<file path="src/rtl/cpu_pkg.sv">
// Shared CPU definitions: data width, reset/NOP constants and the fetch-state encoding.
package cpu_pkg;

   localparam int unsigned XLEN = 32;

   localparam logic [XLEN-1:0] RESET_PC  = 32'h0001_0000;
   localparam logic [XLEN-1:0] NOP_INSTR = 32'h0000_0013;

   typedef enum logic [1:0] {
      StIdle,
      StReq,
      StWait,
      StHold
   } fetch_state_e;

   function automatic logic [XLEN-1:0] word_align(input logic [XLEN-1:0] addr);
      return {addr[XLEN-1:2], 2'b00};
   endfunction

endpackage

</file>
<file path="src/rtl/if_skid_buf.sv">
// One-entry {pc, instr} holding register used while decode is stalled.
module if_skid_buf
   import cpu_pkg::*;
(
   input  logic            clk,
   input  logic            rst_n,
   input  logic            load,
   input  logic            clear,
   input  logic [XLEN-1:0] wr_pc,
   input  logic [XLEN-1:0] wr_instr,
   output logic            valid,
   output logic [XLEN-1:0] pc,
   output logic [XLEN-1:0] instr
);

   always_ff @(posedge clk or negedge rst_n) begin
      if (!rst_n) begin
         valid <= 1'b0;
         pc    <= '0;
         instr <= '0;
      end else if (clear) begin
         valid <= 1'b0;
      end else if (load) begin
         valid <= 1'b1;
         pc    <= wr_pc;
         instr <= wr_instr;
      end
   end

endmodule

</file>
<file path="src/rtl/if_stage.sv">
// Instruction fetch stage: single-outstanding imem reads, IF/ID register, skid buffer
// for decode stalls and squashing of in-flight/queued fetches on redirect.
module if_stage
   import cpu_pkg::*;
#(
   parameter logic [XLEN-1:0] RESET_PC  = cpu_pkg::RESET_PC,
   parameter logic [XLEN-1:0] NOP_INSTR = cpu_pkg::NOP_INSTR
) (
   input  logic            clk,
   input  logic            rst_n,
   input  logic [XLEN-1:0] pc_i,
   input  logic            flush_i,
   input  logic            stall_i,
   output logic            imem_req_o,
   output logic [XLEN-1:0] imem_addr_o,
   input  logic            imem_ready_i,
   input  logic            imem_rvalid_i,
   input  logic [XLEN-1:0] imem_rdata_i,
   output logic            pc_adv_o,
   output logic            if_valid_o,
   output logic [XLEN-1:0] if_pc_o,
   output logic [XLEN-1:0] if_instr_o
);

   fetch_state_e    state, state_next;
   logic [XLEN-1:0] req_pc, req_pc_next;
   logic            fresh, fresh_next;
   logic            drop, drop_next;
   logic            resp_ok, can_load;
   logic            if_load;
   logic [XLEN-1:0] if_load_pc, if_load_instr;
   logic            skid_load, skid_clear, skid_valid;
   logic [XLEN-1:0] skid_pc, skid_instr;

   // fresh marks the first REQ cycle: the PC unit has only just advanced, so the
   // address comes straight from pc_i and is captured into req_pc for later cycles.
   assign resp_ok  = (state == StWait) && imem_rvalid_i && !drop && !flush_i;
   assign can_load = !stall_i || !if_valid_o;

   always_comb begin
      state_next    = state;
      req_pc_next   = req_pc;
      fresh_next    = 1'b0;
      drop_next     = drop;
      imem_req_o    = 1'b0;
      imem_addr_o   = word_align(fresh ? pc_i : req_pc);
      pc_adv_o      = 1'b0;
      if_load       = 1'b0;
      if_load_pc    = req_pc;
      if_load_instr = imem_rdata_i;
      skid_load     = 1'b0;
      skid_clear    = 1'b0;
      unique case (state)
         StIdle: begin
            state_next = StReq;
            fresh_next = 1'b1;
         end
         StReq: begin
            imem_req_o = 1'b1;
            if (fresh) req_pc_next = pc_i;
            if (imem_ready_i) begin
               state_next = StWait;
               drop_next  = flush_i;
            end else if (flush_i) begin
               fresh_next = 1'b1;
            end
         end
         StWait: begin
            if (imem_rvalid_i) begin
               drop_next  = 1'b0;
               state_next = StReq;
               fresh_next = 1'b1;
               if (resp_ok) begin
                  pc_adv_o = 1'b1;
                  if (can_load) begin
                     if_load = 1'b1;
                  end else begin
                     skid_load  = 1'b1;
                     state_next = StHold;
                     fresh_next = 1'b0;
                  end
               end
            end else if (flush_i) begin
               drop_next = 1'b1;
            end
         end
         StHold: begin
            if (flush_i) begin
               skid_clear = 1'b1;
               state_next = StReq;
               fresh_next = 1'b1;
            end else if (!stall_i) begin
               if_load       = skid_valid;
               if_load_pc    = skid_pc;
               if_load_instr = skid_instr;
               skid_clear    = 1'b1;
               state_next    = StReq;
               fresh_next    = 1'b1;
            end
         end
         default: state_next = StIdle;
      endcase
   end

   always_ff @(posedge clk or negedge rst_n) begin
      if (!rst_n) begin
         state  <= StIdle;
         req_pc <= RESET_PC;
         fresh  <= 1'b0;
         drop   <= 1'b0;
      end else begin
         state  <= state_next;
         req_pc <= req_pc_next;
         fresh  <= fresh_next;
         drop   <= drop_next;
      end
   end

   always_ff @(posedge clk or negedge rst_n) begin
      if (!rst_n) begin
         if_valid_o <= 1'b0;
         if_pc_o    <= '0;
         if_instr_o <= NOP_INSTR;
      end else if (flush_i) begin
         if_valid_o <= 1'b0;
         if_instr_o <= NOP_INSTR;
      end else if (!(stall_i && if_valid_o)) begin
         if (if_load) begin
            if_valid_o <= 1'b1;
            if_pc_o    <= if_load_pc;
            if_instr_o <= if_load_instr;
         end else begin
            if_valid_o <= 1'b0;
            if_instr_o <= NOP_INSTR;
         end
      end
   end

   if_skid_buf u_skid (
      .clk      (clk),
      .rst_n    (rst_n),
      .load     (skid_load),
      .clear    (skid_clear),
      .wr_pc    (req_pc),
      .wr_instr (imem_rdata_i),
      .valid    (skid_valid),
      .pc       (skid_pc),
      .instr    (skid_instr)
   );

endmodule
</file>
<file path="config.mk">
export PLATFORM = sky130hd
export DESIGN_NAME = if_stage
export DESIGN_NICKNAME = d
export VERILOG_FILES = /design/src/rtl/cpu_pkg.sv /design/src/rtl/if_skid_buf.sv /design/src/rtl/if_stage.sv
export SDC_FILE = /design/constraint.sdc
export NUM_CORES = 1
export LEC_CHECK = 0
export BUFFER_PORTS_ARGS = -buffer_cell sky130_fd_sc_hd__buf_2
export CORE_AREA = 2 2 128 161
export CTS_BUF_LIST = sky130_fd_sc_hd__clkbuf_4 sky130_fd_sc_hd__clkbuf_8
export DETAILED_ROUTE_END_ITERATION = 8
export DIE_AREA = 0 0 130 163
export GPL_ROUTABILITY_DRIVEN = 0
export PLACE_DENSITY = 0.69
export SYNTH_ARGS = -nofsm -noshare
export SYNTH_HDL_FRONTEND = slang
export SYNTH_HIERARCHICAL = 1
export SYNTH_SLANG_ARGS = --single-unit
</file>
<file path="constraint.sdc">
create_clock -name clk -period 2 [get_ports clk]
set_input_delay 0.3 -clock clk [delete_from_list [all_inputs] [get_ports clk]]
set_output_delay 0.3 -clock clk [all_outputs]
set_load 0.01 [all_outputs]
</file>
==> impl_results.html, run 1 <==
<table>
<tr><th>Metric</th><th>Value</th></tr>
<tr><th colspan="2">Power and ir drop</th></tr>
<tr><td>Switching fraction of total power</td><td>32.2%</td></tr>
<tr><td>Total design power</td><td>10.8 mW</td></tr>
<tr><td>Part of the power in combinational logic</td><td>35.7%</td></tr>
<tr><td>Pwr Density</td><td>1140 mW/mm²</td></tr>
<tr><td>Static Leakage</td><td>4.89 nW</td></tr>
<tr><td>Cell internal power dissipation</td><td>7.35 mW</td></tr>
<tr><td>Fraction of power consumed by sequential logic</td><td>43.1%</td></tr>
<tr><td>Psw</td><td>3.49 mW</td></tr>
<tr><td>Largest vdd supply drop</td><td>0.000739 V</td></tr>
<tr><td>Clock network fraction of total power</td><td>21.3%</td></tr>
<tr><th colspan="2">Floorplanning</th></tr>
<tr><td>Effective utilization at floorplan</td><td>39.1%</td></tr>
<tr><td>Std cell rows</td><td>58</td></tr>
<tr><td>Placeable Area</td><td>0.0198 mm²</td></tr>
<tr><td>Area enclosed by the die boundary</td><td>0.0212 mm²</td></tr>
<tr><td>Die Y-Extent</td><td>163 µm</td></tr>
<tr><td>Width of the die</td><td>130 µm</td></tr>
<tr><td>Top-level I/O count</td><td>169</td></tr>
<tr><th colspan="2">Yosys</th></tr>
<tr><td>Number of cells produced by synthesis</td><td>527</td></tr>
<tr><td>Commonest register cell after synthesis</td><td>sky130_fd_sc_hd__dfrtp_1</td></tr>
<tr><td>Synthesized area per cell</td><td>14.7 µm²</td></tr>
<tr><td>Number of enable-type register cells in the synthesized netlist</td><td>0</td></tr>
<tr><td>Post-synthesis instance area</td><td>0.00775 mm²</td></tr>
<tr><td>Count of different cell masters after synthesis</td><td>36</td></tr>
<tr><td>Sequential-to-total area share from yosys stat</td><td>53.6%</td></tr>
<tr><td>Ys async rst share</td><td>100%</td></tr>
<tr><td>Number of warnings printed during yosys synthesis</td><td>6</td></tr>
<tr><td>Flop and latch count out of synthesis</td><td>166</td></tr>
<tr><th colspan="2">Worst setup path</th></tr>
<tr><td>CP required</td><td>2330 ps</td></tr>
<tr><td>Worst-path fanout max</td><td>21</td></tr>
<tr><td>Ordered cell list for the critical path</td><td>inv_2 -&gt; ha_4 -&gt; nand3b_4 -&gt; nor2_2 -&gt; nor2b_4 -&gt; buf_12 -&gt; buf_16 -&gt; mux2_4</td></tr>
<tr><td>Worst Path Buf+Inv</td><td>3</td></tr>
<tr><td>Signal arrival time at the worst endpoint</td><td>2300 ps</td></tr>
<tr><td>Category of the worst setup path launch point</td><td>flip-flop</td></tr>
<tr><td>Sort of element at the end of the critical path</td><td>flip-flop</td></tr>
<tr><td>Path type of the worst setup path</td><td>flip-flop to flip-flop</td></tr>
<tr><td>Crit-path leading delay family</td><td>simple AND/OR/NAND/NOR gates</td></tr>
<tr><td>Slowest library cell on the worst path</td><td>sky130_fd_sc_hd__dfrtp_2</td></tr>
<tr><td>Slowest cell delay on critical path</td><td>450 ps</td></tr>
<tr><th colspan="2">Routing</th></tr>
<tr><td>Average wire per standard cell</td><td>16.1 µm</td></tr>
<tr><td>TritonRoute pass-1 iters</td><td>4</td></tr>
<tr><td>DRT iter0 DRCs</td><td>159</td></tr>
<tr><td>Via total after detailed routing</td><td>4784</td></tr>
<tr><td>Final WL</td><td>16100 µm</td></tr>
<tr><td>Routed via count divided by cell count</td><td>4.81</td></tr>
<tr><td>DRC viols</td><td>0</td></tr>
<tr><td>Residual antenna-violating net count after detailed routing</td><td>0</td></tr>
<tr><th colspan="2">Timing</th></tr>
<tr><td>Min Hold Slack</td><td>87.2 ps</td></tr>
<tr><td>Setup Skew</td><td>13.3 ps</td></tr>
<tr><td>Setup-violating endpoint count in the final report</td><td>0</td></tr>
<tr><td>Fin worst setup slack</td><td>30.0 ps</td></tr>
<tr><td>Setup TNS</td><td>0 ps</td></tr>
<tr><td>Final Hold Violating Endpoints</td><td>0</td></tr>
<tr><td>Crit path time final</td><td>1970 ps</td></tr>
<tr><td>Peak clock frequency supported by timing</td><td>508 MHz</td></tr>
<tr><td>Setup repair after global routing missed its margin</td><td>true</td></tr>
<tr><td>Ratio of final minimum period to clock period</td><td>98.5%</td></tr>
<tr><td>Slew Limit Fails</td><td>0</td></tr>
<tr><th colspan="2">Cells and area</th></tr>
<tr><td>Commonest non-fill, non-tap cells in the layout</td><td>165 x sky130_fd_sc_hd__buf_2, 159 x sky130_fd_sc_hd__dfrtp_1, 119 x sky130_fd_sc_hd__mux2_2</td></tr>
<tr><td>Final-stage net count</td><td>785</td></tr>
<tr><td>Multi-input logic area</td><td>0.00338 mm²</td></tr>
<tr><td>Synthesis-to-layout area growth</td><td>22.8%</td></tr>
<tr><td>FF+latch area</td><td>0.00416 mm²</td></tr>
<tr><td>Commonest non-fill, non-tap cell in the layout</td><td>sky130_fd_sc_hd__buf_2</td></tr>
<tr><td># fillers</td><td>1816</td></tr>
<tr><td>Proportion of layout cells with a drive suffix above 1</td><td>59.8%</td></tr>
<tr><th colspan="2">CTS</th></tr>
<tr><td>Buffer levels on the longest clock path</td><td>2</td></tr>
<tr><td>CTS H-Tree Depth</td><td>4</td></tr>
<tr><td>Clock tree from TritonCTS</td><td>built</td></tr>
<tr><td>Cts bufs inserted</td><td>17</td></tr>
<tr><td>Clock latency at the later pin of the worst-skew pair</td><td>450 ps</td></tr>
<tr><td>Clock-pin slew of the registers on the worst-case setup and hold paths</td><td>90 ps</td></tr>
<tr><td>Buffer type at the clock tree root</td><td>sky130_fd_sc_hd__clkbuf_8</td></tr>
<tr><td>CTS Sinks</td><td>166</td></tr>
<tr><th colspan="2">Global routing</th></tr>
<tr><td>GRT overflow</td><td>0</td></tr>
<tr><td>Global-route usage over all layers</td><td>15.3%</td></tr>
<tr><td>First-pass GRT wire length</td><td>25300 µm</td></tr>
<tr><td>Antenna violations before repair</td><td>1</td></tr>
<tr><td>Number of global-route vias before repair</td><td>4813</td></tr>
<tr><td>Pin count of the biggest net entering global routing</td><td>59</td></tr>
<tr><th colspan="2">Place</th></tr>
<tr><td>Post-place setup slack</td><td>-48.5 ps</td></tr>
<tr><td>Number of port buffers</td><td>166</td></tr>
<tr><td>DPL Wire Length</td><td>10700 µm</td></tr>
<tr><th colspan="2">Worst hold path</th></tr>
<tr><td>Class of the tightest hold or removal check</td><td>input port to flip-flop</td></tr>
<tr><th colspan="2">Flow run</th></tr>
<tr><td>Max Cap Viol</td><td>0</td></tr>
<tr><th colspan="2">Run status</th></tr>
<tr><td>Outcome</td><td>completed</td></tr>
</table>
-- cell families (layout without fill, tap and decap cells) --
logic type	after synthesis	after routing	synth area share (%)
buffers and inverters	35	230	3.76
AO/OA/AOI/OAI	42	42	3.31
other	1	4	0.0484
multiplexers	224	224	35.0
adder cells (fa/ha/maj)	5	5	0.807
flip-flops	166	166	53.6
AND/OR/NAND/NOR	54	54	3.45
-- per-layer routing --
layer,track usage (%),up-vias,wire (µm)
met1,21.1,2400,7640
met2,23.7,137,7270
met4,4.69,0,196
met3,4.14,16,947
li1,-,2231,-
met5,0,-,0
-- sequential cells by signal, indices dropped and copies added (netlist names) --
| register | flops |
|---|---|
| drop | 1 |
| if_valid_o | 1 |
| u_skid/valid | 1 |
| if_pc_o | 32 |
| if_instr_o | 32 |
| state | 2 |
| fresh | 1 |
| u_skid/instr | 32 |
| req_pc | 32 |
| u_skid/pc | 32 |
-- power by group through the flow --
stage	Clock, mW	Combinational (mW)	Sequential, mW
floorplan	0	2.40	4.72
global placement	0	3.85	4.70
detailed placement	0	3.91	4.72
CTS	2.40	3.92	4.67
global route	2.54	4.21	4.79
finish	2.31	3.86	4.67
-- through the flow --
stage                     area, µm²  std cells  utilization (%)
after floorplan                7800        528                -
after global placement         9020        956             45.5
after detailed placement       9020        956             45.5
after CTS                      9400        989             47.5
after global routing           9520        993             48.0
final                          9520        995             48.1
-- Yosys cell counts (2+ instances only) --
cell / n / area share (%)
sky130_fd_sc_hd__nor2b_1: 3 / 0.24
sky130_fd_sc_hd__dfrtp_1: 162 / 52
sky130_fd_sc_hd__dfstp_2: 4 / 1.4
sky130_fd_sc_hd__o21ai_0: 30 / 1.9
sky130_fd_sc_hd__mux2_2: 127 / 18
sky130_fd_sc_hd__a21oi_1: 4 / 0.26
sky130_fd_sc_hd__nand3b_1: 2 / 0.19
sky130_fd_sc_hd__buf_2: 4 / 0.26
sky130_fd_sc_hd__buf_1: 6 / 0.29
sky130_fd_sc_hd__clkbuf_1: 7 / 0.34
sky130_fd_sc_hd__buf_6: 3 / 0.44
sky130_fd_sc_hd__mux2_4: 62 / 12
sky130_fd_sc_hd__nor2_1: 9 / 0.44
sky130_fd_sc_hd__ha_1: 5 / 0.81
sky130_fd_sc_hd__nand2_1: 32 / 1.5
sky130_fd_sc_hd__inv_1: 3 / 0.15
sky130_fd_sc_hd__mux2i_1: 33 / 4.3
sky130_fd_sc_hd__and2_1: 2 / 0.16
sky130_fd_sc_hd__buf_4: 5 / 0.48
sky130_fd_sc_hd__buf_12: 7 / 1.8
sky130_fd_sc_hd__mux2_1: 2 / 0.29
-- worst reg2reg max path, stage by stage (launching register included) --
cell	delay [ps]
sky130_fd_sc_hd__dfrtp_2	450
sky130_fd_sc_hd__inv_2	90
sky130_fd_sc_hd__ha_4	150
sky130_fd_sc_hd__nand3b_4	110
sky130_fd_sc_hd__nor2_2	170
sky130_fd_sc_hd__nor2b_4	200
sky130_fd_sc_hd__buf_12	150
sky130_fd_sc_hd__buf_16	200
sky130_fd_sc_hd__mux2_4	330
-- final timing paths --
| path | start | to | slack (ps) | cells after the start |
|---|---|---|---|---|
| worst min-delay path | pc_i[0] | req_pc[0] | 90 | 2 |
| max in group asynchronous | rst_n | req_pc[16] | 1030 | 3 |
| worst min register to register | if_instr_o[9] | if_instr_o[9] | 480 | 2 |
| min in group asynchronous | rst_n | u_skid/instr[1] | 280 | 2 |
| worst max-delay path | state[0] | u_skid/instr[7] | 30 | 8 |
| worst max register to register | state[0] | u_skid/instr[7] | 30 | 8 |
-- final cells by class --
| cell class | instances | share of cell area [%] |
|---|---|---|
| clock inverters | 13 | 1.29 |
| repair buffers | 195 | 13.2 |
| flip-flops and latches | 166 | 43.7 |
| clock buffers | 19 | 2.61 |
| well taps | 270 | 3.55 |
| multi-input cells | 327 | 35.5 |
| inverters | 3 | 0.118 |
| diodes | 2 | 0.0526 |
-- repair_timing --
item                                    CTS  global route
resized for setup                         1            11
hold buffers                              1             0
setup buffers                             0             2
endpoints found under the setup margin   28            86
cloned                                    0             2
hold endpoints to repair                 24             0
pin swaps                                 0             1
(Power assumes the default switching activity.)
==> inputs of run 2 (changes only) <==
Settings changed: CORE_AREA 2 2 128 161 to 2 2 117 176, DIE_AREA 0 0 130 163 to 0 0 119 178.
==> impl_results.html, run 2 (synthesis results as in run 1) <==
<table>
<tr><th>Metric</th><th>Value</th></tr>
<tr><th colspan="2">CTS</th></tr>
<tr><td>Buffer type at the clock tree root</td><td>sky130_fd_sc_hd__clkbuf_8 (unchanged)</td></tr>
<tr><td>CTS Sinks</td><td>166 (unchanged)</td></tr>
<tr><td>Clock-pin slew of the registers on the worst-case setup and hold paths</td><td>100 ps (was 90 ps)</td></tr>
<tr><td>Cts bufs inserted</td><td>17 (unchanged)</td></tr>
<tr><td>Clock tree from TritonCTS</td><td>built (unchanged)</td></tr>
<tr><td>CTS H-Tree Depth</td><td>4 (unchanged)</td></tr>
<tr><td>Buffer levels on the longest clock path</td><td>2 (unchanged)</td></tr>
<tr><td>Clock latency at the later pin of the worst-skew pair</td><td>460 ps (was 450 ps)</td></tr>
<tr><th colspan="2">Cells and area</th></tr>
<tr><td>Count of non-filler cells in the finished layout</td><td>998 (was 995)</td></tr>
<tr><td>Synthesis-to-layout area growth</td><td>27.6% (was 22.8%)</td></tr>
<tr><td>Proportion of layout cells with a drive suffix above 1</td><td>60.6% (was 59.8%)</td></tr>
<tr><td>Final-stage net count</td><td>801 (was 785)</td></tr>
<tr><td>Commonest non-fill, non-tap cells in the layout</td><td>165 x sky130_fd_sc_hd__buf_2, 162 x sky130_fd_sc_hd__dfrtp_1, 101 x sky130_fd_sc_hd__mux2_2 (was 165 x sky130_fd_sc_hd__buf_2, 159 x sky130_fd_sc_hd__dfrtp_1, 119 x sky130_fd_sc_hd__mux2_2)</td></tr>
<tr><td>Ant diodes</td><td>0 (was 2)</td></tr>
<tr><td>Commonest non-fill, non-tap cell in the layout</td><td>sky130_fd_sc_hd__buf_2 (unchanged)</td></tr>
<tr><td># fillers</td><td>1723 (was 1816)</td></tr>
<tr><th colspan="2">Timing</th></tr>
<tr><td>Setup-violating endpoint count in the final report</td><td>0 (unchanged)</td></tr>
<tr><td>Least-Margin Pin Slew</td><td>488 ps</td></tr>
<tr><td>Setup repair after global routing missed its margin</td><td>true (unchanged)</td></tr>
<tr><td>Setup TNS</td><td>0 ps (unchanged)</td></tr>
<tr><td>Crit path time final</td><td>1970 ps (about the same)</td></tr>
<tr><td>Peak clock frequency supported by timing</td><td>508 MHz (about the same)</td></tr>
<tr><td>Slew Limit Fails</td><td>0 (unchanged)</td></tr>
<tr><td>Setup Skew</td><td>16.2 ps (was 13.3 ps)</td></tr>
<tr><td>Worst rel slew slack</td><td>66.6%</td></tr>
<tr><td>Final Hold Violating Endpoints</td><td>0 (unchanged)</td></tr>
<tr><td>Ratio of final minimum period to clock period</td><td>98.5% (about the same)</td></tr>
<tr><th colspan="2">Floorplanning</th></tr>
<tr><td>Top-level I/O count</td><td>169 (unchanged)</td></tr>
<tr><td>Die Y-Extent</td><td>178 µm (was 163 µm)</td></tr>
<tr><td>Std cell rows</td><td>63 (was 58)</td></tr>
<tr><td>Width of the die</td><td>119 µm (was 130 µm)</td></tr>
<tr><td>Placeable Area</td><td>0.0196 mm² (was 0.0198 mm²)</td></tr>
<tr><td>Effective utilization at floorplan</td><td>39.5% (was 39.1%)</td></tr>
<tr><td>Area enclosed by the die boundary</td><td>0.0212 mm² (about the same)</td></tr>
<tr><th colspan="2">Worst setup path</th></tr>
<tr><td>Ordered cell list for the critical path</td><td>inv_2 -&gt; ha_4 -&gt; nand3b_4 -&gt; nor2_4 -&gt; nor2b_4 -&gt; buf_12 -&gt; clkbuf_16 -&gt; mux2_4 (was inv_2 -&gt; ha_4 -&gt; nand3b_4 -&gt; nor2_2 -&gt; nor2b_4 -&gt; buf_12 -&gt; buf_16 -&gt; mux2_4)</td></tr>
<tr><td>Slowest library cell on the worst path</td><td>sky130_fd_sc_hd__dfrtp_1 (was sky130_fd_sc_hd__dfrtp_2)</td></tr>
<tr><td>Path type of the worst setup path</td><td>flip-flop to flip-flop (unchanged)</td></tr>
<tr><td>Category of the worst setup path launch point</td><td>flip-flop (unchanged)</td></tr>
<tr><td>Signal arrival time at the worst endpoint</td><td>2320 ps (was 2300 ps)</td></tr>
<tr><td>Slowest cell delay on critical path</td><td>440 ps (was 450 ps)</td></tr>
<tr><td>Sort of element at the end of the critical path</td><td>flip-flop (unchanged)</td></tr>
<tr><td>CP required</td><td>2350 ps (was 2330 ps)</td></tr>
<tr><td>Worst Path Buf+Inv</td><td>3 (unchanged)</td></tr>
<tr><td>Crit-path leading delay family</td><td>simple AND/OR/NAND/NOR gates (unchanged)</td></tr>
<tr><td>Worst-path fanout max</td><td>7 (was 21)</td></tr>
<tr><th colspan="2">Worst hold path</th></tr>
<tr><td>Class of the tightest hold or removal check</td><td>input port to flip-flop (unchanged)</td></tr>
<tr><th colspan="2">Global routing</th></tr>
<tr><td>Gr busiest metal</td><td>met2 (unchanged)</td></tr>
<tr><td>Pin count of the biggest net entering global routing</td><td>52 (was 59)</td></tr>
<tr><td>GRT overflow</td><td>0 (unchanged)</td></tr>
<tr><td>Number of global-route vias before repair</td><td>5045 (was 4813)</td></tr>
<tr><td>Global-route usage over all layers</td><td>16.2% (was 15.3%)</td></tr>
<tr><td>First-pass GRT wire length</td><td>26700 µm (was 25300 µm)</td></tr>
<tr><td>Antenna violations before repair</td><td>0 (was 1)</td></tr>
<tr><td>GR Layer Usage met1</td><td>20.0% (was 21.1%)</td></tr>
<tr><td>Fraction of met3 tracks used by global routing</td><td>4.60% (was 4.14%)</td></tr>
<tr><td>Global-route track usage on met2</td><td>27.3% (was 23.7%)</td></tr>
<tr><th colspan="2">Routing</th></tr>
<tr><td>TritonRoute pass-1 iters</td><td>4 (unchanged)</td></tr>
<tr><td>Routed via count divided by cell count</td><td>4.89 (was 4.81)</td></tr>
<tr><td>Via total after detailed routing</td><td>4883 (was 4784)</td></tr>
<tr><td>Residual antenna-violating net count after detailed routing</td><td>0 (unchanged)</td></tr>
<tr><td>Final WL</td><td>17300 µm (was 16100 µm)</td></tr>
<tr><td>DRC viols</td><td>0 (unchanged)</td></tr>
<tr><td>Average wire per standard cell</td><td>17.4 µm (was 16.1 µm)</td></tr>
<tr><td>DRT iter0 DRCs</td><td>187 (was 159)</td></tr>
<tr><th colspan="2">Power and ir drop</th></tr>
<tr><td>Static Leakage</td><td>5.06 nW (was 4.89 nW)</td></tr>
<tr><td>Total design power</td><td>11.5 mW (was 10.8 mW)</td></tr>
<tr><td>Largest vdd supply drop</td><td>0.000704 V (was 0.000739 V)</td></tr>
<tr><td>Pwr Density</td><td>1160 mW/mm² (was 1140 mW/mm²)</td></tr>
<tr><th colspan="2">Place</th></tr>
<tr><td>DPL Wire Length</td><td>11500 µm (was 10700 µm)</td></tr>
<tr><td>Cell count after placement</td><td>953 (was 956)</td></tr>
<tr><td>Number of port buffers</td><td>166 (unchanged)</td></tr>
<tr><th colspan="2">Flow run</th></tr>
<tr><td>Max Cap Viol</td><td>0 (unchanged)</td></tr>
<tr><th colspan="2">Run status</th></tr>
<tr><td>Outcome</td><td>completed (unchanged)</td></tr>
</table>
run 2: metrics by stage:
stage          util [%]  instance area (µm²)  setup WS (ps)  hold slack (ps)
2_1_floorplan         -                 7800          -14.4             4.41
3_3_place_gp       46.4                 9110           7.56              287
3_5_place_dp       46.4                 9110          -19.3              282
4_1_cts            48.7                 9560           6.18             39.1
5_1_grt            50.4                 9890          -39.4             42.3
6_report           50.4                 9890           30.0             77.9
run 2: cell type report:
class | count | area, µm² | area share [%]
clock buffer | 20 | 263 | 2.66
timing repair buffer | 211 | 1490 | 15.0
clock inverter | 11 | 173 | 1.75
sequential | 166 | 4160 | 42.0
multi-input combinational | 327 | 3470 | 35.1
inverter | 3 | 11.3 | 0.114
tap | 260 | 325 | 3.29
run 2: power by group:
part	internal, mW	switching (mW)	total, mW
combinational	2.39	1.73	4.12
clock	1.42	1.24	2.67
sequential	4.09	0.575	4.67
total	7.91	3.54	11.5
run 2: worst paths after layout:
check | cells after the start | end | slack, ps | start
min in group asynchronous | 2 | if_instr_o[10] | 350 | rst_n
setup / recovery | 8 | u_skid/instr[19] | 30 | state[0]
hold / removal | 2 | req_pc[10] | 80 | pc_i[10]
max in group asynchronous | 3 | if_pc_o[28] | 940 | rst_n
hold reg to reg | 2 | if_instr_o[10] | 480 | if_instr_o[10]
setup reg to reg | 8 | u_skid/instr[19] | 30 | state[0]
run 2: timing repair:
item,4_1_cts,5_1_grt
pin swaps,0,3
setup buffers,0,6
cloned,0,7
endpoints found under the hold margin,44,0
hold buffers,1,0
resized for setup,1,38
setup endpoints to repair,10,85
run 2: per-layer routing:
metal / part of all wire (%) / wire length (µm) / vias to the layer above
met5: 0 / 0 / -
met4: 0.88 / 152 / 0
met3: 5.2 / 906 / 13
met2: 50 / 8720 / 132
met1: 44 / 7560 / 2486
li1: - / - / 2252
==> inputs of run 3 (changes only) <==
Settings changed: CELL_PAD_IN_SITES_DETAIL_PLACEMENT from default to 2, CELL_PAD_IN_SITES_GLOBAL_PLACEMENT from default to 2, CORE_AREA 2 2 117 176 to 2 2 125 188, DIE_AREA 0 0 119 178 to 0 0 127 190, PLACE_DENSITY 0.69 to 0.83.
==> impl_results.html, run 3 (synthesis results as in run 1) <==
<table>
<tr><th>Metric</th><th>Value</th></tr>
<tr><th colspan="2">Floorplanning</th></tr>
<tr><td>Width of the die</td><td>127 µm (was 119 µm)</td></tr>
<tr><td>Area enclosed by the die boundary</td><td>0.0241 mm² (was 0.0212 mm²)</td></tr>
<tr><td>Top-level I/O count</td><td>169 (unchanged)</td></tr>
<tr><td>Placeable Area</td><td>0.0226 mm² (was 0.0196 mm²)</td></tr>
<tr><td>Effective utilization at floorplan</td><td>34.3% (was 39.5%)</td></tr>
<tr><td>Std cell rows</td><td>68 (was 63)</td></tr>
<tr><td>Die Y-Extent</td><td>190 µm (was 178 µm)</td></tr>
<tr><th colspan="2">Worst setup path</th></tr>
<tr><td>Crit-path leading delay family</td><td>buffers and inverters (was simple AND/OR/NAND/NOR gates)</td></tr>
<tr><td>Worst Path Buf+Inv</td><td>3 (unchanged)</td></tr>
<tr><td>Slowest cell delay on critical path</td><td>430 ps (was 440 ps)</td></tr>
<tr><td>Category of the worst setup path launch point</td><td>flip-flop (unchanged)</td></tr>
<tr><td>Worst-path fanout max</td><td>6 (was 7)</td></tr>
<tr><td>Ordered cell list for the critical path</td><td>inv_2 -&gt; ha_4 -&gt; nand3b_4 -&gt; a2111oi_4 -&gt; buf_4 -&gt; clkbuf_16 -&gt; mux2_4 (was inv_2 -&gt; ha_4 -&gt; nand3b_4 -&gt; nor2_4 -&gt; nor2b_4 -&gt; buf_12 -&gt; clkbuf_16 -&gt; mux2_4)</td></tr>
<tr><td>Path type of the worst setup path</td><td>flip-flop to flip-flop (unchanged)</td></tr>
<tr><td>Sort of element at the end of the critical path</td><td>flip-flop (unchanged)</td></tr>
<tr><td>Signal arrival time at the worst endpoint</td><td>2350 ps (was 2320 ps)</td></tr>
<tr><td>CP required</td><td>2340 ps (was 2350 ps)</td></tr>
<tr><td>Slowest library cell on the worst path</td><td>sky130_fd_sc_hd__dfrtp_1 (unchanged)</td></tr>
<tr><th colspan="2">CTS</th></tr>
<tr><td>Buffer levels on the longest clock path</td><td>2 (unchanged)</td></tr>
<tr><td>Clock latency at the later pin of the worst-skew pair</td><td>460 ps (about the same)</td></tr>
<tr><td>CTS H-Tree Depth</td><td>4 (unchanged)</td></tr>
<tr><td>Clock-pin slew of the registers on the worst-case setup and hold paths</td><td>90 ps (was 100 ps)</td></tr>
<tr><td>Buffer type at the clock tree root</td><td>sky130_fd_sc_hd__clkbuf_8 (unchanged)</td></tr>
<tr><td>Cts bufs inserted</td><td>17 (unchanged)</td></tr>
<tr><td>CTS Sinks</td><td>166 (unchanged)</td></tr>
<tr><td>Clock tree from TritonCTS</td><td>built (unchanged)</td></tr>
<tr><th colspan="2">Cells and area</th></tr>
<tr><td>Final-stage net count</td><td>790 (was 801)</td></tr>
<tr><td>Commonest non-fill, non-tap cell in the layout</td><td>sky130_fd_sc_hd__buf_2 (unchanged)</td></tr>
<tr><td># fillers</td><td>2235 (was 1723)</td></tr>
<tr><td>Synthesis-to-layout area growth</td><td>25.6% (was 27.6%)</td></tr>
<tr><td>Proportion of layout cells with a drive suffix above 1</td><td>60.1% (was 60.6%)</td></tr>
<tr><td>Commonest non-fill, non-tap cells in the layout</td><td>165 x sky130_fd_sc_hd__buf_2, 161 x sky130_fd_sc_hd__dfrtp_1, 99 x sky130_fd_sc_hd__mux2_2 (was 165 x sky130_fd_sc_hd__buf_2, 162 x sky130_fd_sc_hd__dfrtp_1, 101 x sky130_fd_sc_hd__mux2_2)</td></tr>
<tr><td>Ant diodes</td><td>0 (unchanged)</td></tr>
<tr><td>Count of non-filler cells in the finished layout</td><td>1007 (was 998)</td></tr>
<tr><td>Share of the core filled with cells</td><td>43.0% (was 50.4%)</td></tr>
<tr><td>Fin area</td><td>0.00974 mm² (was 0.00989 mm²)</td></tr>
<tr><th colspan="2">Timing</th></tr>
<tr><td>Ratio of final minimum period to clock period</td><td>101% (was 98.5%)</td></tr>
<tr><td>Final Hold Violating Endpoints</td><td>0 (unchanged)</td></tr>
<tr><td>Worst rel slew slack</td><td>64.7% (was 66.6%)</td></tr>
<tr><td>Setup repair after global routing missed its margin</td><td>true (unchanged)</td></tr>
<tr><td>Setup-violating endpoint count in the final report</td><td>4 (was 0)</td></tr>
<tr><td>Fin worst setup slack</td><td>-11.2 ps (was 30.0 ps)</td></tr>
<tr><td>Setup Skew</td><td>14.4 ps (was 16.2 ps)</td></tr>
<tr><td>Slew Limit Fails</td><td>0 (unchanged)</td></tr>
<tr><td>Crit path time final</td><td>2010 ps (was 1970 ps)</td></tr>
<tr><td>Peak clock frequency supported by timing</td><td>497 MHz (was 508 MHz)</td></tr>
<tr><td>Least-Margin Pin Slew</td><td>528 ps (was 488 ps)</td></tr>
<tr><th colspan="2">Global routing</th></tr>
<tr><td>First-pass GRT wire length</td><td>34400 µm (was 26700 µm)</td></tr>
<tr><td>Gr busiest metal</td><td>met2 (unchanged)</td></tr>
<tr><td>Number of global-route vias before repair</td><td>5957 (was 5045)</td></tr>
<tr><td>GRT overflow</td><td>0 (unchanged)</td></tr>
<tr><td>Global-route usage over all layers</td><td>18.5% (was 16.2%)</td></tr>
<tr><td>Fraction of met3 tracks used by global routing</td><td>4.11% (was 4.60%)</td></tr>
<tr><td>Antenna violations before repair</td><td>1 (was 0)</td></tr>
<tr><td>Global-route track usage on met2</td><td>34.3% (was 27.3%)</td></tr>
<tr><td>Pin count of the biggest net entering global routing</td><td>57 (was 52)</td></tr>
<tr><td>GR Layer Usage met1</td><td>21.7% (was 20.0%)</td></tr>
<tr><th colspan="2">Routing</th></tr>
<tr><td>Average wire per standard cell</td><td>21.9 µm (was 17.4 µm)</td></tr>
<tr><td>Routed via count divided by cell count</td><td>4.98 (was 4.89)</td></tr>
<tr><td>DRC viols</td><td>0 (unchanged)</td></tr>
<tr><td>Residual antenna-violating net count after detailed routing</td><td>0 (unchanged)</td></tr>
<tr><td>DRT iter0 DRCs</td><td>121 (was 187)</td></tr>
<tr><td>Via total after detailed routing</td><td>5012 (was 4883)</td></tr>
<tr><td>TritonRoute pass-1 iters</td><td>4 (unchanged)</td></tr>
<tr><td>Final WL</td><td>22100 µm (was 17300 µm)</td></tr>
<tr><th colspan="2">Power and ir drop</th></tr>
<tr><td>Psw</td><td>3.80 mW (was 3.54 mW)</td></tr>
<tr><td>Pwr Density</td><td>1190 mW/mm² (was 1160 mW/mm²)</td></tr>
<tr><td>Switching fraction of total power</td><td>32.7% (was 30.9%)</td></tr>
<tr><td>Part of the power in combinational logic</td><td>36.9% (was 36.0%)</td></tr>
<tr><td>Static Leakage</td><td>4.97 nW (was 5.06 nW)</td></tr>
<tr><td>Cell internal power dissipation</td><td>7.82 mW (was 7.91 mW)</td></tr>
<tr><td>Total design power</td><td>11.6 mW (was 11.5 mW)</td></tr>
<tr><td>Largest vdd supply drop</td><td>0.000634 V (was 0.000704 V)</td></tr>
<tr><td>Clock network fraction of total power</td><td>22.1% (was 23.3%)</td></tr>
<tr><td>Fraction of power consumed by sequential logic</td><td>41.1% (was 40.8%)</td></tr>
<tr><th colspan="2">Place</th></tr>
<tr><td>Post-place setup slack</td><td>-118 ps (was -19.3 ps)</td></tr>
<tr><td>Cell count after placement</td><td>963 (was 953)</td></tr>
<tr><td>DPL Wire Length</td><td>14600 µm (was 11500 µm)</td></tr>
<tr><td>Post-Place Cell Area</td><td>0.00899 mm² (was 0.00911 mm²)</td></tr>
<tr><td>Number of port buffers</td><td>166 (unchanged)</td></tr>
<tr><th colspan="2">Flow run</th></tr>
<tr><td>Max Cap Viol</td><td>0 (unchanged)</td></tr>
<tr><th colspan="2">Worst hold path</th></tr>
<tr><td>Class of the tightest hold or removal check</td><td>input port to flip-flop (unchanged)</td></tr>
<tr><th colspan="2">Run status</th></tr>
<tr><td>Outcome</td><td>finished with violations (was completed)</td></tr>
<tr><td>Violations in the final reports</td><td>negative setup slack</td></tr>
</table>
run 3: cell types whose count changed in the layout (fill, tap and decap cells not counted), moves of 4 or more:
cell and delta:
sky130_fd_sc_hd__buf_12 -5, sky130_fd_sc_hd__buf_16 +4, sky130_fd_sc_hd__buf_4 -4, sky130_fd_sc_hd__clkbuf_16 -4
run 3: stage by stage:
| stage | hold WS [ps] | setup TNS, ps |
|---|---|---|
| 5_1_grt | 50.9 | -992 |
| 2_1_floorplan | 4.41 | -253 |
| 3_3_place_gp | 223 | 0 |
| 6_report | 87.0 | -33.2 |
| 4_1_cts | 41.7 | 0 |
| 3_5_place_dp | 237 | -2650 |
run 3: worst paths after layout:
check                               startpoint              to  slack [ps]  depth (start not counted)
worst max-delay path                  state[0]      if_pc_o[9]         -10                          7
worst min-delay path                  pc_i[15]      req_pc[15]          90                          2
worst max register to register        state[0]      if_pc_o[9]         -10                          7
worst min register to register  if_instr_o[20]  if_instr_o[20]         490                          2
max in group asynchronous                rst_n      req_pc[16]         970                          3
min in group asynchronous                rst_n    u_skid/valid         330                          2
run 3: metal layers:
layer	wire length, µm	part of all wire, %
met5	13	0.059
met4	307	1.4
met3	882	4.0
met2	12000	54
met1	8870	40
run 3: layout make-up:
cell class / instances / area (µm²) / share of cell area [%]
clock buffers: 22 / 284 / 2.92
clock inverters: 9 / 126 / 1.30
inverters: 3 / 11.3 / 0.116
multi-input cells: 327 / 3470 / 35.6
flip-flops and latches: 166 / 4160 / 42.7
well taps: 280 / 350 / 3.60
repair buffers: 200 / 1340 / 13.8
run 3: power groups by stage:
stage	sequential (mW)	clock [mW]	combinational, mW
after detailed placement	4.80	0	4.05
after floorplan	4.72	0	2.40
after global routing	4.88	2.79	4.63
after CTS	4.76	2.66	4.13
final	4.77	2.56	4.28
after global placement	4.70	0	3.82
run 3: repair_timing:
| action | in CTS | in global routing |
|---|---|---|
| gates resized for setup | 9 | 34 |
| hold buffers | 1 | 0 |
| setup buffers | 6 | 2 |
| endpoints found under the setup margin | 49 | 91 |
| endpoints found under the hold margin | 34 | 0 |
| pin swaps | 2 | 1 |
| cloned | 3 | 1 |
run 3: worst register-to-register path: cells and delay by family (launching register included):
kind | cells | cell delay (ps)
AND/OR/NAND/NOR | 1 | 110
AO/OA/AOI/OAI | 1 | 420
multiplexers | 1 | 300
adder cells (fa/ha/maj) | 1 | 150
flip-flops | 1 | 430
buffers and inverters | 3 | 490
